===== config.mk =====
export PLATFORM = sky130hd
export DESIGN_NAME = decoder3x8_seq
export DESIGN_NICKNAME = d
export VERILOG_FILES = /design/src/rtl/decoder_pkg.sv /design/src/rtl/dec_hold_cnt.sv /design/src/rtl/decoder3x8_seq.sv
export SDC_FILE = /design/constraint.sdc
export NUM_CORES = 1
export LEC_CHECK = 0
export CORE_ASPECT_RATIO = 1.2
export CORE_MARGIN = 1.5
export CORE_UTILIZATION = 52
export CTS_CLUSTER_DIAMETER = 150
export DETAILED_ROUTE_END_ITERATION = 16
export HOLD_SLACK_MARGIN = 0.02
export PLACE_DENSITY = 0.86
export SKIP_LAST_GASP = 1
export SLEW_MARGIN = 20
export SYNTH_ARGS = -nofsm -noshare
export SYNTH_HDL_FRONTEND = slang
export SYNTH_SLANG_ARGS = --single-unit

===== constraint.sdc =====
create_clock -name clk -period 4.49 [get_ports clk]
set_input_delay 0.449 -clock clk [delete_from_list [all_inputs] [get_ports clk]]
set_output_delay 0.449 -clock clk [all_outputs]
set_load 0.03 [all_outputs]

===== src/rtl/decoder_pkg.sv =====
// Shared types and helpers for the sequenced 3-to-8 decoder.
package decoder_pkg;

    localparam int unsigned CODE_W = 3;
    localparam int unsigned DATA_W = 8;

    // Decoder phase: waiting for a word, driving the one-hot line, or resting in the gap.
    typedef enum logic [1:0] {
        IDLE  = 2'd0,
        DRIVE = 2'd1,
        GAP   = 2'd2
    } dec_state_t;

    // Word arriving from the encoder side.
    typedef struct packed {
        logic              idle;
        logic [CODE_W-1:0] code;
    } dec_word_t;

    // One-hot line selected by a binary code.
    function automatic logic [DATA_W-1:0] decode_onehot(input logic [CODE_W-1:0] code);
        return DATA_W'(1) << code;
    endfunction

endpackage


===== src/rtl/dec_hold_cnt.sv =====
// Loadable down-counter shared by the DRIVE and GAP phases; saturates at zero.
module dec_hold_cnt #(
    parameter int unsigned CNT_W = 3
) (
    input  logic             clk,
    input  logic             rst_n,
    input  logic             load_i,
    input  logic [CNT_W-1:0] load_val_i,
    input  logic             dec_i,
    output logic             zero_o
);

    logic [CNT_W-1:0] cnt_q;
    logic [CNT_W-1:0] cnt_d;

    // Next count: load has priority over decrement; never wraps below zero.
    always_comb begin
        cnt_d = cnt_q;
        if (load_i) begin
            cnt_d = load_val_i;
        end else if (dec_i && (cnt_q != '0)) begin
            cnt_d = cnt_q - CNT_W'(1);
        end
    end

    // Count register.
    always_ff @(posedge clk or negedge rst_n) begin
        if (!rst_n) begin
            cnt_q <= '0;
        end else begin
            cnt_q <= cnt_d;
        end
    end

    assign zero_o = (cnt_q == '0);

endmodule


===== src/rtl/decoder3x8_seq.sv =====
// Sequenced 3-to-8 decoder: accepts {idle, code} words over valid/ready, drives
// the one-hot line for HOLD_CYCLES, then an all-zero gap of GAP_CYCLES.
// Optional feature macro: DECODE_OVERRUN_EN (sticky dropped-word flag).
import decoder_pkg::*;

module decoder3x8_seq #(
    parameter int unsigned HOLD_CYCLES = 4,
    parameter int unsigned GAP_CYCLES  = 1
) (
    input  logic              clk,
    input  logic              rst_n,
    input  logic              en,
    input  logic              in_valid,
    input  logic              in_idle,
    input  logic [CODE_W-1:0] in_code,
    output logic              in_ready,
    output logic [DATA_W-1:0] data_out,
    output logic              out_valid,
    output logic              busy,
    input  logic              clr_ovr,
    output logic              overrun
);

    localparam int unsigned CNT_MAX = (HOLD_CYCLES > GAP_CYCLES) ? HOLD_CYCLES : GAP_CYCLES;
    localparam int unsigned CNT_W   = (CNT_MAX < 1) ? 1 : $clog2(CNT_MAX + 1);

    localparam logic [CNT_W-1:0] HOLD_LOAD = (HOLD_CYCLES > 0) ? CNT_W'(HOLD_CYCLES - 1) : '0;
    localparam logic [CNT_W-1:0] GAP_LOAD  = (GAP_CYCLES > 0)  ? CNT_W'(GAP_CYCLES - 1)  : '0;
    localparam logic             HAS_GAP   = (GAP_CYCLES > 0);

    dec_state_t        state_q;
    dec_state_t        state_d;
    logic [DATA_W-1:0] data_q;
    logic [DATA_W-1:0] data_d;
    logic              out_valid_q;
    logic              out_valid_d;
    logic              busy_q;
    logic              busy_d;

    logic              cnt_load;
    logic [CNT_W-1:0]  cnt_load_val;
    logic              cnt_dec;
    logic              cnt_zero;

    dec_word_t         in_word;
    logic              accept;

    assign in_word  = '{idle: in_idle, code: in_code};
    assign in_ready = (state_q == IDLE) && en;
    assign accept   = in_valid && in_ready;

    dec_hold_cnt #(
        .CNT_W(CNT_W)
    ) u_hold_cnt (
        .clk        (clk),
        .rst_n      (rst_n),
        .load_i     (cnt_load),
        .load_val_i (cnt_load_val),
        .dec_i      (cnt_dec),
        .zero_o     (cnt_zero)
    );

    // Next-state and output decode; en low aborts to IDLE from any phase.
    always_comb begin
        state_d      = state_q;
        data_d       = data_q;
        out_valid_d  = out_valid_q;
        busy_d       = busy_q;
        cnt_load     = 1'b0;
        cnt_load_val = '0;
        cnt_dec      = 1'b0;

        if (!en) begin
            state_d      = IDLE;
            data_d       = '0;
            out_valid_d  = 1'b0;
            busy_d       = 1'b0;
            cnt_load     = 1'b1;
            cnt_load_val = '0;
        end else begin
            case (state_q)
                IDLE: begin
                    // Idle-flagged words are consumed without driving anything.
                    if (accept && !in_word.idle) begin
                        data_d       = decode_onehot(in_word.code);
                        out_valid_d  = 1'b1;
                        busy_d       = 1'b1;
                        cnt_load     = 1'b1;
                        cnt_load_val = HOLD_LOAD;
                        state_d      = DRIVE;
                    end
                end
                DRIVE: begin
                    if (!cnt_zero) begin
                        cnt_dec = 1'b1;
                    end else begin
                        data_d      = '0;
                        out_valid_d = 1'b0;
                        if (HAS_GAP) begin
                            cnt_load     = 1'b1;
                            cnt_load_val = GAP_LOAD;
                            state_d      = GAP;
                        end else begin
                            busy_d  = 1'b0;
                            state_d = IDLE;
                        end
                    end
                end
                GAP: begin
                    if (!cnt_zero) begin
                        cnt_dec = 1'b1;
                    end else begin
                        busy_d  = 1'b0;
                        state_d = IDLE;
                    end
                end
                default: begin
                    state_d     = IDLE;
                    data_d      = '0;
                    out_valid_d = 1'b0;
                    busy_d      = 1'b0;
                end
            endcase
        end
    end

    // State and output registers.
    always_ff @(posedge clk or negedge rst_n) begin
        if (!rst_n) begin
            state_q     <= IDLE;
            data_q      <= '0;
            out_valid_q <= 1'b0;
            busy_q      <= 1'b0;
        end else begin
            state_q     <= state_d;
            data_q      <= data_d;
            out_valid_q <= out_valid_d;
            busy_q      <= busy_d;
        end
    end

    assign data_out  = data_q;
    assign out_valid = out_valid_q;
    assign busy      = busy_q;

`ifdef DECODE_OVERRUN_EN
    logic overrun_q;
    logic overrun_d;

    // Sticky dropped-word flag; a new drop on the clearing edge wins.
    always_comb begin
        overrun_d = overrun_q;
        if (en && in_valid && !in_ready) begin
            overrun_d = 1'b1;
        end else if (clr_ovr) begin
            overrun_d = 1'b0;
        end
    end

    // Overrun register.
    always_ff @(posedge clk or negedge rst_n) begin
        if (!rst_n) begin
            overrun_q <= 1'b0;
        end else begin
            overrun_q <= overrun_d;
        end
    end

    assign overrun = overrun_q;
`else
    logic unused_clr_ovr;

    assign unused_clr_ovr = clr_ovr;
    assign overrun        = 1'b0;
`endif

    // The output lines must never carry more than one asserted bit.
    a_data_onehot0 : assert property (@(posedge clk) disable iff (!rst_n) $onehot0(data_out));

endmodule


# ---- Yosys cells after proc, flatten, opt, wreduce, memory -nomap -nowiden
# Index checks and enable logic that the tools add are counted.
dict set report classes {
  addsub 1
  bitwise_logic 0
  reduce_logical 13
  shift 1
  eq_ne 7
  muxes 27
  n_div 0
  multipliers 0
  order_cmp 0
}
# cell count
set ops {}
lappend ops {{8-bit 2-to-1 mux} 3}
lappend ops {{8-bit one-hot mux with 3 select lines} 1}
lappend ops {{2-bit 2-to-1 mux} 7}
lappend ops {{1-bit 2-to-1 mux} 10}
lappend ops {{3-bit AND reduction} 3}
lappend ops {{1-bit by 3-bit left shift with 8-bit output (first input constant)} 1}
lappend ops {{3-bit 2-to-1 mux} 2}
lappend ops {{3-bit inequality test (second input constant)} 2}
lappend ops {{1-bit one-hot mux with 3 select lines} 2}
lappend ops {{2-bit one-hot mux with 3 select lines} 1}
lappend ops {{1-bit logical AND} 4}
lappend ops {{2-bit inequality test (second input constant)} 2}
lappend ops {{3-bit logical NOT} 1}
lappend ops {{3-bit by 2-bit inequality test with 1-bit output (second input constant)} 1}
lappend ops {{3-bit nonzero test} 1}
lappend ops {{3-bit by 1-bit subtractor with 3-bit output (second input constant)} 1}
lappend ops {{2-bit by 1-bit equality test with 1-bit output (second input constant)} 1}
lappend ops {{2-bit equality test (second input constant)} 1}
lappend ops {{2-bit logical NOT} 1}
lappend ops {{1-bit one-hot mux with 2 select lines} 1}
lappend ops {{2-bit nonzero test} 1}
lappend ops {{2-bit OR reduction} 1}
lappend ops {{1-bit logical NOT} 1}
dict set report word_totals {
  rom_bits 0
  out_inout_bits 12
  inputBits 9
  elab_cells 54
  n_memories 0
  latch_bits 0
  mem_bits_rw 0
  register_bits 15
}

# ---- Logic depth before layout (Yosys ltp)
# Gate-level depths: netlist (run 1).
dict set report logic_depth {
  ltp_word 8
  depth_mapped 7
  depth_no_buf 6
}

# ---- Cells and area by module
# From an unflattened synthesis (run 1), not the netlist that was laid out.
dict set report hier_totals {
  hier_cells 91
  hier_area_um2 918.4
}
# module instances cells_each seq_area_each_um2 area_each_um2
set by_module_without_submodules {}
lappend by_module_without_submodules {decoder3x8_seq 1 72 300.3 710.7}
lappend by_module_without_submodules {dec_hold_cnt 1 19 75.1 207.7}

# ---- Worst setup path before layout (run 1)
# No wires, ideal clock.
dict set report synth_timing {
  kind {register -> output}
  from {register state_q[0]}
  to {output port in_ready}
  slack_ns 2.951
  t_required_ns 4.041
  arrival_ns 1.090
  path_stages_with_launch 5
  path_buffers 0
  cell_sequence {dfrtp_1 > inv_1 > ha_1 > nand2_4 > inv_1}
}
dict set report synth_between {
  elab_chain_cells 2
}
# element line_no
set synth_lines {}
lappend synth_lines {{start, declared} decoder3x8_seq.sv:31} ;# dec_state_t state_q;
lappend synth_lines {{start signal, assigned} decoder3x8_seq.sv:135} ;# state_q <= state_d;
lappend synth_lines {{2-bit logical NOT} decoder3x8_seq.sv:49} ;# assign in_ready = (state_q == IDLE) && en;
lappend synth_lines {{1-bit logical AND} decoder3x8_seq.sv:49}
lappend synth_lines {{end, declared} decoder3x8_seq.sv:16} ;# output logic in_ready,
# No other way between the ends.

# ---- Worst setup path after layout (run 1)
dict set report layout_timing {
  from {register state_q[1]}
  to {output port in_ready}
}
# Same word-level chain as after synthesis.

==> flow_summary_export.csv, run 1 <==
group,metric,value,unit
worst_setup_path,regToRegSetupSlack,2540,ps
timing,tns,0,ps
min_path,hold_path_class,"reg -> reg",
logic_synthesis,synthSimpleGateAreaFrac,11.73,%
power,peakVddDrop,245.5,µV
worst_setup_path,cpMostUsedCell,"inv_1",
die,io_pins,21,
logic_synthesis,synthMuxAreaShare,0,%
min_path,hold_end,"data_out[7]",
timing,min_period_over_period,55.84,%
worst_setup_path,cp_slowest_cell,"clkdlybuf4s50_1",
clock_tree,clkSinkCount,15,
power,power_frac_seq,44.0,%
worst_setup_path,cp.required,4040,ps
worst_setup_path,slowest_delay,660,ps
worst_setup_path,crit_start,"state_q[1]",
logic_synthesis,synth_area,917.1,µm²
clock_tree,cts_setup_buffers,0,
logic_synthesis,async_reset_ff_share,100.0,%
clock_tree,clockRootBuffer,"clkbuf_4",
finish,drive_above_1_share,13.46,%
status,status,"finished clean",
place,dpl.hpwl,1.404,mm
global_route,grt_start_max_net_pins,16,
clock_tree,clock_path_buffers,2,
clock_tree,cts.clk_slew.worst_paths,90,ps
worst_setup_path,path_cells,"inv_1 > ha_1 > nand2_4 > inv_1 > clkdlybuf4s50_1",
worst_setup_path,path_buf_inv,3,
clock_tree,ctsResizeCount,0,
timing,hold_ws,509.4,ps
routing,initialDrtViolationCount,11,
die,die_y,49.01,µm
power,p_per_area,302.0,nW/µm²
timing,setup_viol,0,
finish,syn_to_final_growth,22.51,%
routing,wl_per_cell,15.65,µm
worst_setup_path,worst-setup-path-type,"reg -> out",
logic_synthesis,synth_seq_cells,15,
place,routabilityCongestion,0.7351,
routing,drc,0,
finish,diodes,0,
logic_synthesis,synthAdderAreaFrac,8.186,%
timing,worst_slew_pin_slew,699.8,ps
routing,routed_wl,1.909,mm
timing,drv_slew,0,
die,coreArea,1642,µm²
die,dieArea,2026,µm²
worst_setup_path,worstReg2RegStart,"u_hold_cnt.cnt_q[0]",
logic_synthesis,synthXorXnorAreaFrac,0,%
worst_setup_path,critPathArrivalTime,2060,ps
die,rows,16,
clock_tree,hold_buffers,0,
timing,relSlewSlack,53.20,%
worst_setup_path,end_kind,"output pin",
timing,hold_viol_final,0,
logic_synthesis,synth_compound_area_share,32.47,%
finish,fill_cells,131,
clock_tree,numCtsBuffers,3,
power,power.share.clock,23.4,%
min_path,worstHoldStart,"data_out[7]",
global_route,overflow,0,
routing,via_per_inst,5.836,
logic_synthesis,synth_largest_area_cell,"dfrtp_1",
logic_synthesis,avgSynthCellArea,10.79,µm²
worst_setup_path,path_delay_family,"buffers and inverters",
timing,clock_skew,2.238,ps
clock_tree,cts_tree,"yes",
finish,nets,120,
global_route,grt_use_total,23.06,%
routing,routed-via-count,712,
worst_setup_path,timing.rr.end,"state_q[1]",
logic_synthesis,yosysTopAreaCellShare,40.93,%
worst_setup_path,worstSetupStartpointType,"register",
timing,fmax,398.8,MHz
clock_tree,clk_latency,290,ps
finish,final_common_cell,"clkdlybuf4s50_1",
power,p_sw_share,35.49,%
routing,dr.pass1.iters,4,
die,die_width,41.34,µm
global_route,grt_pass1_wl,3.167,mm
logic_synthesis,synth_top_family_by_area,"compound AO/OA/AOI/OAI gates",
die,initial_core_util,55.87,%
logic_synthesis,syn_nets,100,
power,combinationalPowerShare,32.5,%
logic_synthesis,ys_warn_count,0,
job,max-cap-violations,0,
worst_setup_path,reg2regPathDepth,6,
global_route,grt_antenna_before_repair,0,
power,power,0.3393,mW
logic_synthesis,yosysSeqAreaShare,40.93,%
power,leakage,0.4912,nW
place,port_buffers,18,
logic_synthesis,synth_edf_count,0,
logic_synthesis,ys_types,32,
power,p_switching,0.1204,mW
logic_synthesis,syn_inst,85,
timing,fin_crit,2507,ps
min_path,holdPathStages,1,
timing,rsz0062_at_grt,"false",
global_route,grt_pass1_vias,711,
logic_synthesis,synth_ff_type,"dfrtp_1",
routing,antenna_left,0,
power,p_int,0.2189,mW
worst_setup_path,path_max_fanout,7,
clock_tree,htreeDepth,1,
logic_synthesis,synth_area_leaders,"dfrtp_1 (41%), a2111oi_4 (9.0%), ha_1 (8.2%)",
finish,final_cell_mix,"clkdlybuf4s50_1 (18), dfrtp_1 (15), inv_1 (9), a21oi_1 (9), ha_1 (6)",
==> cell type report <==
type	count	area (µm²)	area share (%)
tap	18	22.52	2.004
clock buffer	3	22.52	2.004
inverter	9	33.78	3.007
timing repair buffer	18	180.2	16.04
clock inverter	1	5.005	0.4454
sequential	15	375.4	33.41
multi-input combinational	58	484.2	43.10
==> layer usage <==
| metal | GRT usage (%) | part of all wire [%] | up-vias |
|---|---|---|---|
| met4 | 13.44 | 3.6 | 0 |
| li1 | - | - | 342 |
| met1 | 28.01 | 42 | 345 |
| met3 | 4.110 | 4.1 | 6 |
| met5 | 0 | 0 | - |
| met2 | 35.94 | 50 | 19 |
==> power by group through the flow <==
| stage | Combinational, mW | Clock, mW | Sequential [mW] |
|---|---|---|---|
| final | 0.110 | 0.0795 | 0.149 |
| after global routing | 0.120 | 0.0875 | 0.151 |
| after CTS | 0.111 | 0.0836 | 0.149 |
| after detailed placement | 0.110 | 0 | 0.152 |
| after global placement | 0.107 | 0 | 0.152 |
| after floorplan | 0.0701 | 0 | 0.161 |
==> kinds of logic (layout without fill, tap and decap cells) <==
| family | after synthesis | count (layout) |
|---|---|---|
| AO/OA/AOI/OAI | 31 | 31 |
| AND/OR/NAND/NOR | 20 | 20 |
| flip-flops | 15 | 15 |
| buffers and inverters | 12 | 31 |
| adder cells (fa/ha/maj) | 6 | 6 |
| other | 1 | 1 |
==> worst max path at each step <==
stage,cells after the start,slack (ps),end
finish,5,1980,in_ready
global route,5,1850,in_ready
CTS,5,1990,in_ready
detailed placement,4,2080,in_ready
global placement,4,2080,in_ready
floorplan,4,2950,in_ready
==> sequential cells by signal, summed over array words and instances (netlist names) <==
signal            cells
data_out              8
u_hold_cnt.cnt_q      3
state_q               2
busy                  1
out_valid             1
==> worst reg2reg max path, cell delays in order, from the launching register on <==
cell      delay (ps)
dfrtp_1          370
inv_1             70
ha_1             230
nand2b_1         440
o21ai_0          320
and3_1           250
o21a_1           180
==> through the flow <==
| stage | std cells | worst slack, ps | cell area, µm² | utilization (%) |
|---|---|---|---|---|
| 6_report | 122 | 1983 | 1124 | 68.45 |
| 5_1_grt | 122 | 1846 | 1124 | 68.45 |
| 4_1_cts | 122 | 1988 | 1124 | 68.45 |
| 3_5_place_dp | 118 | 2080 | 1096 | 66.77 |
| 3_3_place_gp | 118 | 2085 | 1096 | 66.77 |
| 2_1_floorplan | 85 | 2951 | 917.1 | - |
==> synthesized netlist by cell type (2+ instances only) <==
cell,instances
a2111oi_4,3
a211oi_1,2
a21oi_1,9
a22o_1,3
a22o_2,3
a32o_1,2
and2_1,2
and3_1,2
dfrtp_1,15
ha_1,6
inv_1,9
nand2_1,5
nand2b_1,2
nor2_1,3
nor3_1,2
(Power assumes the default switching activity.)
==> run 2, diff against run 1 <==
Settings changed: CORE_UTILIZATION 52 to 44, PLACE_DENSITY 0.86 to 0.78.
Clock period 4.49 ns to 2.27 ns, I/O delays scaled along.
==> run 2 against run 1 <==
Compared with the run above:
- the flow now finishes with violations (DRC)
- first-iteration DRC count did not move
- routed wire length rose by 0.37%
- global-route usage fell by 3.4 points
- worst hold slack got worse by 180 ps
- highest routed layer unchanged
==> flow_summary_export.csv, run 2 (synthesis gave the netlist of run 1 again) <==
group,metric,value,unit
die,die_width,44.68,µm
finish,final_common_cell,"clkdlybuf4s50_1",
finish,final_cell_mix,"clkdlybuf4s50_1 (17), dfrtp_1 (15), inv_1 (9), a21oi_1 (9)",
job,max-cap-violations,0,
global_route,grt_antenna_before_repair,0,
global_route,overflow,0,
die,die_y,53.01,µm
die,dieArea,2368,µm²
place,dpl.hpwl,1.444,mm
clock_tree,cts.clk_slew.worst_paths,90,ps
worst_setup_path,path_cells,"inv_1 > ha_1 > nand2b_1 > o21ai_0 > and3_1 > o21a_1",
clock_tree,htreeDepth,1,
worst_setup_path,path_max_fanout,10,
timing,relSlewSlack,54.95,%
timing,worst_slew_pin_slew,673.7,ps
clock_tree,hold_buffers,0,
clock_tree,numCtsBuffers,3,
timing,fmax,516.3,MHz
routing,via_per_inst,5.895,
die,rows,17,
global_route,grt_pass1_wl,3.229,mm
finish,regArea,375.4,µm²
timing,clock_skew,2.062,ps
routing,antenna_left,0,
worst_setup_path,cp_slowest_cell,"nand2b_1",
timing,hold_viol_final,0,
power,peakVddDrop,445.5,µV
place,port_buffers,18,
status,violations,"DRC",
worst_setup_path,worst-setup-path-type,"reg -> reg",
power,leakage,0.5059,nW
power,p_per_area,596.1,nW/µm²
timing,tns,0,ps
worst_setup_path,path_buf_inv,1,
finish,syn_to_final_growth,24.01,%
finish,nets,121,
worst_setup_path,end_kind,"register",
finish,final_cell_count_no_fill,124,
worst_setup_path,critPathArrivalTime,2130,ps
finish,diodes,0,
routing,dr.pass1.iters,10,
clock_tree,clkSinkCount,15,
finish,multi_input_area,486.7,µm²
finish,drive_above_1_share,15.24,%
routing,drc,1,
min_path,hold_path_class,"in -> async",
routing,routed_wl,1.916,mm
timing,fin_crit,1937,ps
timing,min_period_over_period,85.32,%
routing,wl_per_cell,15.45,µm
finish,largest_reg_flops,8,
worst_setup_path,cp.required,2460,ps
clock_tree,cts_tree,"yes",
place,routabilityCongestion,0.7281,
timing,setup_viol,0,
status,status,"finished, violations left",
global_route,grt_pass1_vias,728,
clock_tree,clk_latency,290,ps
worst_setup_path,slowest_delay,410,ps
die,coreArea,1893,µm²
die,io_pins,21,
global_route,grt_use_total,19.66,%
clock_tree,clock_path_buffers,2,
timing,rsz0062_at_grt,"false",
die,initial_core_util,48.45,%
finish,final_util,60.08,%
worst_setup_path,regToRegSetupSlack,330,ps
global_route,grt_start_max_net_pins,16,
timing,drv_slew,0,
routing,initialDrtViolationCount,11,
routing,routed-via-count,731,
place,dpl.cell_count,120,
clock_tree,clockRootBuffer,"clkbuf_4",
finish,fill_cells,152,
worst_setup_path,path_delay_family,"simple AND/OR/NAND/NOR gates",
worst_setup_path,worstSetupStartpointType,"register",
[run 2: changes by cell type in the layout (fill, tap and decap cells not counted), sizes merged]
cell	before	now
clkdlybuf4s50	18	17
buf	0	1
dlymetal6s2s	0	1
[run 2: cell type report]
cell class              count  share of cell area, %
clock buffers               3                  1.980
clock inverters             1                 0.4400
inverters                   9                  2.970
multi-input cells          58                  42.79
flip-flops and latches     15                  33.00
well taps                  19                  2.090
repair buffers             19                  16.72
[run 2: what timing repair did]
item | CTS | global route
endpoints found under the hold margin | 0 | 0
gates cloned | 0 | 0
buffers inserted | 0 | 0
gates resized for setup | 1 | 1
setup endpoints to repair | 1 | 1
[run 2: power by group]
group	switching, mW	internal (mW)	leakage (nW)
combinational	0.137	0.0859	0.284
clock	0.0938	0.0657	0.0177
sequential	0.0113	0.284	0.205
[run 2: path summary, 6_finish.rpt]
check,startpoint,endpoint,cells past startpoint
max in group asynchronous,rst_n,u_hold_cnt.cnt_q[2],1
max reg2reg,u_hold_cnt.cnt_q[0],state_q[1],6
min,rst_n,data_out[5],1
min reg2reg,data_out[7],data_out[7],1
max,u_hold_cnt.cnt_q[0],state_q[1],6
min in group clk,data_out[7],data_out[7],1
[run 2: worst reg2reg max path: stages (launching register included)]
cell	delay, ps
dfrtp_1	380
inv_1	70
ha_1	230
nand2b_1	420
o21ai_0	310
and3_1	250
o21a_1	180
[run 2: metrics by stage]
stage               hold slack, ps  setup slack [ps]  cell area, µm²  total power [mW]
floorplan                   -68.59             743.8           917.1            0.4574
global placement             483.1             357.0            1105            0.5145
detailed placement           485.9             316.5            1105            0.5218
CTS                          348.6             71.17            1135            0.6875
global route                 391.0             203.1            1137            0.7158
finish                       333.8             333.3            1137            0.6780
[run 2: metal layers]
| layer | vias to the layer above | GRT usage, % | wire (µm) |
|---|---|---|---|
| li1 | 350 | - | - |
| met1 | 352 | 20.26 | 815 |
| met2 | 24 | 34.30 | 966 |
| met3 | 5 | 4.778 | 84 |
| met4 | 0 | 13.13 | 51 |
| met5 | - | 0 | 0 |
==> run 3, diff against run 2 <==
--- a/config.mk
+++ b/config.mk
@@ -18,2 +18,3 @@
 export SYNTH_HDL_FRONTEND = slang
 export SYNTH_SLANG_ARGS = --single-unit
+export TNS_END_PERCENT = 100
==> constraint.sdc (replaced) <==
create_clock -name clk -period 2.27 [get_ports clk]
set_input_delay 0.3405 -clock clk [delete_from_list [all_inputs] [get_ports clk]]
set_output_delay 0.3405 -clock clk [all_outputs]
set_load 0.03 [all_outputs]
==> run 3 against run 2 <==
Compared with the run above:
- the run still ends with DRC left
- clock-buffer cell count unchanged
- first-iteration DRC count down 27%
- clock power about the same
==> flow_summary_export.csv, run 3 (synthesis gave the netlist of run 1 again) <==
group,metric,value,unit
status,status,"finished, violations left",
status,violations,"DRC",
die,initial_core_util,48.45,%
finish,final_cell_mix,"clkdlybuf4s50_1 (17), dfrtp_1 (15), inv_1 (9), a21oi_1 (9)",
place,port_buffers,18,
place,dpl.cell_count,121,
timing,drv_slew,0,
power,power.share.clock,23.3,%
finish,final_util,60.48,%
timing,setup_viol,0,
finish,final_common_cell,"clkdlybuf4s50_1",
worst_setup_path,regToRegSetupSlack,370,ps
routing,routed-via-count,713,
finish,final_cell_count_no_fill,125,
finish,largest_reg_flops,8,
finish,final_area,1145,µm²
clock_tree,clk_latency,290,ps
clock_tree,cts.clk_slew.worst_paths,90,ps
place,routabilityCongestion,0.7118,
die,rows,17,
power,p_int,0.4375,mW
power,peakVddDrop,383.7,µV
die,die_width,44.68,µm
global_route,grt_antenna_before_repair,0,
clock_tree,clockRootBuffer,"clkbuf_4",
timing,min_period_over_period,83.89,%
min_path,hold_path_class,"in -> async",
routing,wl_per_cell,15.05,µm
power,p_sw_share,35.32,%
die,coreArea,1893,µm²
clock_tree,clock_path_buffers,2,
global_route,overflow,0,
routing,initialDrtViolationCount,8,
global_route,grt_pass1_vias,745,
worst_setup_path,worstReg2RegStart,"u_hold_cnt.cnt_q[0]",
routing,antenna_left,0,
timing,relSlewSlack,52.26,%
power,combinationalPowerShare,33.0,%
routing,routed_wl,1.881,mm
place,placed_area,1112,µm²
timing,rsz0062_at_grt,"false",
clock_tree,cts_tree,"yes",
die,die_y,53.01,µm
job,max-cap-violations,0,
timing,fin_crit,1904,ps
timing,fmax,525.1,MHz
finish,nets,122,
die,io_pins,21,
timing,hold_viol_final,0,
power,p_per_area,590.9,nW/µm²
global_route,grt_start_max_net_pins,16,
finish,syn_to_final_growth,24.83,%
power,power_frac_seq,43.7,%
worst_setup_path,endpoint,"state_q[1]",
finish,diodes,0,
worst_setup_path,crit_start,"u_hold_cnt.cnt_q[0]",
power,p_switching,0.2390,mW
global_route,grt_use_total,19.23,%
worst_setup_path,critPathArrivalTime,2090,ps
clock_tree,htreeDepth,1,
worst_setup_path,timing.rr.end,"state_q[1]",
worst_setup_path,end_kind,"register",
timing,clock_skew,1.115,ps
clock_tree,numCtsBuffers,3,
worst_setup_path,worstSetupStartpointType,"register",
timing,worst_slew_pin_slew,713.9,ps
timing,tns,0,ps
finish,drive_above_1_share,16.04,%
worst_setup_path,cp.required,2460,ps
global_route,grt_pass1_wl,3.194,mm
routing,dr.pass1.iters,10,
place,dpl.hpwl,1.413,mm
worst_setup_path,path_max_fanout,10,
routing,via_per_inst,5.704,
routing,drc,1,
worst_setup_path,reg2regPathDepth,6,
worst_setup_path,worst-setup-path-type,"reg -> reg",
die,dieArea,2368,µm²
clock_tree,clkSinkCount,15,
clock_tree,cts_setup_buffers,0,
power,leakage,0.5106,nW
==> run 3: cell types whose count changed in the layout (fill, tap and decap cells not counted) <==
| cell | change |
|---|---|
| buf_4 | +1 |
==> run 3: timing repair <==
action,in CTS,in global routing
setup endpoints to repair,1,1
hold buffers,0,0
gates resized for setup,1,1
==> run 3: final cells by class <==
type	instances	area, µm²
Tap cell	19	23.77
Clock inverter	1	5.005
Timing Repair Buffer	20	197.7
Multi-Input combinational cell	58	486.7
Clock buffer	3	22.52
Sequential cell	15	375.4
Inverter	9	33.78
Fill cell	158	748.2
==> run 3: through the flow <==
step / power, mW / hold WS (ps) / worst slack (ps)
finish: 0.6765 / 469.4 / 365.6
global route: 0.7133 / 522.6 / 179.1
CTS: 0.6809 / 478.4 / 36.22
detailed placement: 0.5218 / 484.4 / 292.4
global placement: 0.5181 / 483.8 / 283.6
floorplan: 0.4574 / 44.91 / 743.8
==> run 3: power groups by stage <==
stage	Sequential (mW)	Clock [mW]	Combinational, mW
2_1_floorplan	0.319	0	0.139
3_3_place_gp	0.300	0	0.218
3_5_place_dp	0.301	0	0.221
4_1_cts	0.296	0.162	0.223
5_1_grt	0.298	0.171	0.244
6_report	0.296	0.158	0.223
==> run 3: how the worst min path moves through the flow <==
| stage | end | startpoint | slack [ps] |
|---|---|---|---|
| finish | data_out[3] | rst_n | 470 |
| global route | data_out[2] | data_out[2] | 520 |
| CTS | data_out[3] | rst_n | 480 |
| detailed placement | data_out[2] | data_out[2] | 480 |
| global placement | data_out[7] | data_out[7] | 480 |
| floorplan | busy | rst_n | 40 |
==> run 3: critical path: stages (launching register included) <==
cell	delay, ps
dfrtp_1	370
inv_1	70
ha_1	230
nand2b_1	420
o21ai_0	300
and3_1	240
o21a_1	180
==> run 3: metal layers <==
metal	wire (µm)	share of wire (%)	global-route usage, %
met1	786	42	21.55
met2	994	53	33.82
met3	67	3.6	2.048
met4	33	1.8	12.12
met5	0	0	0
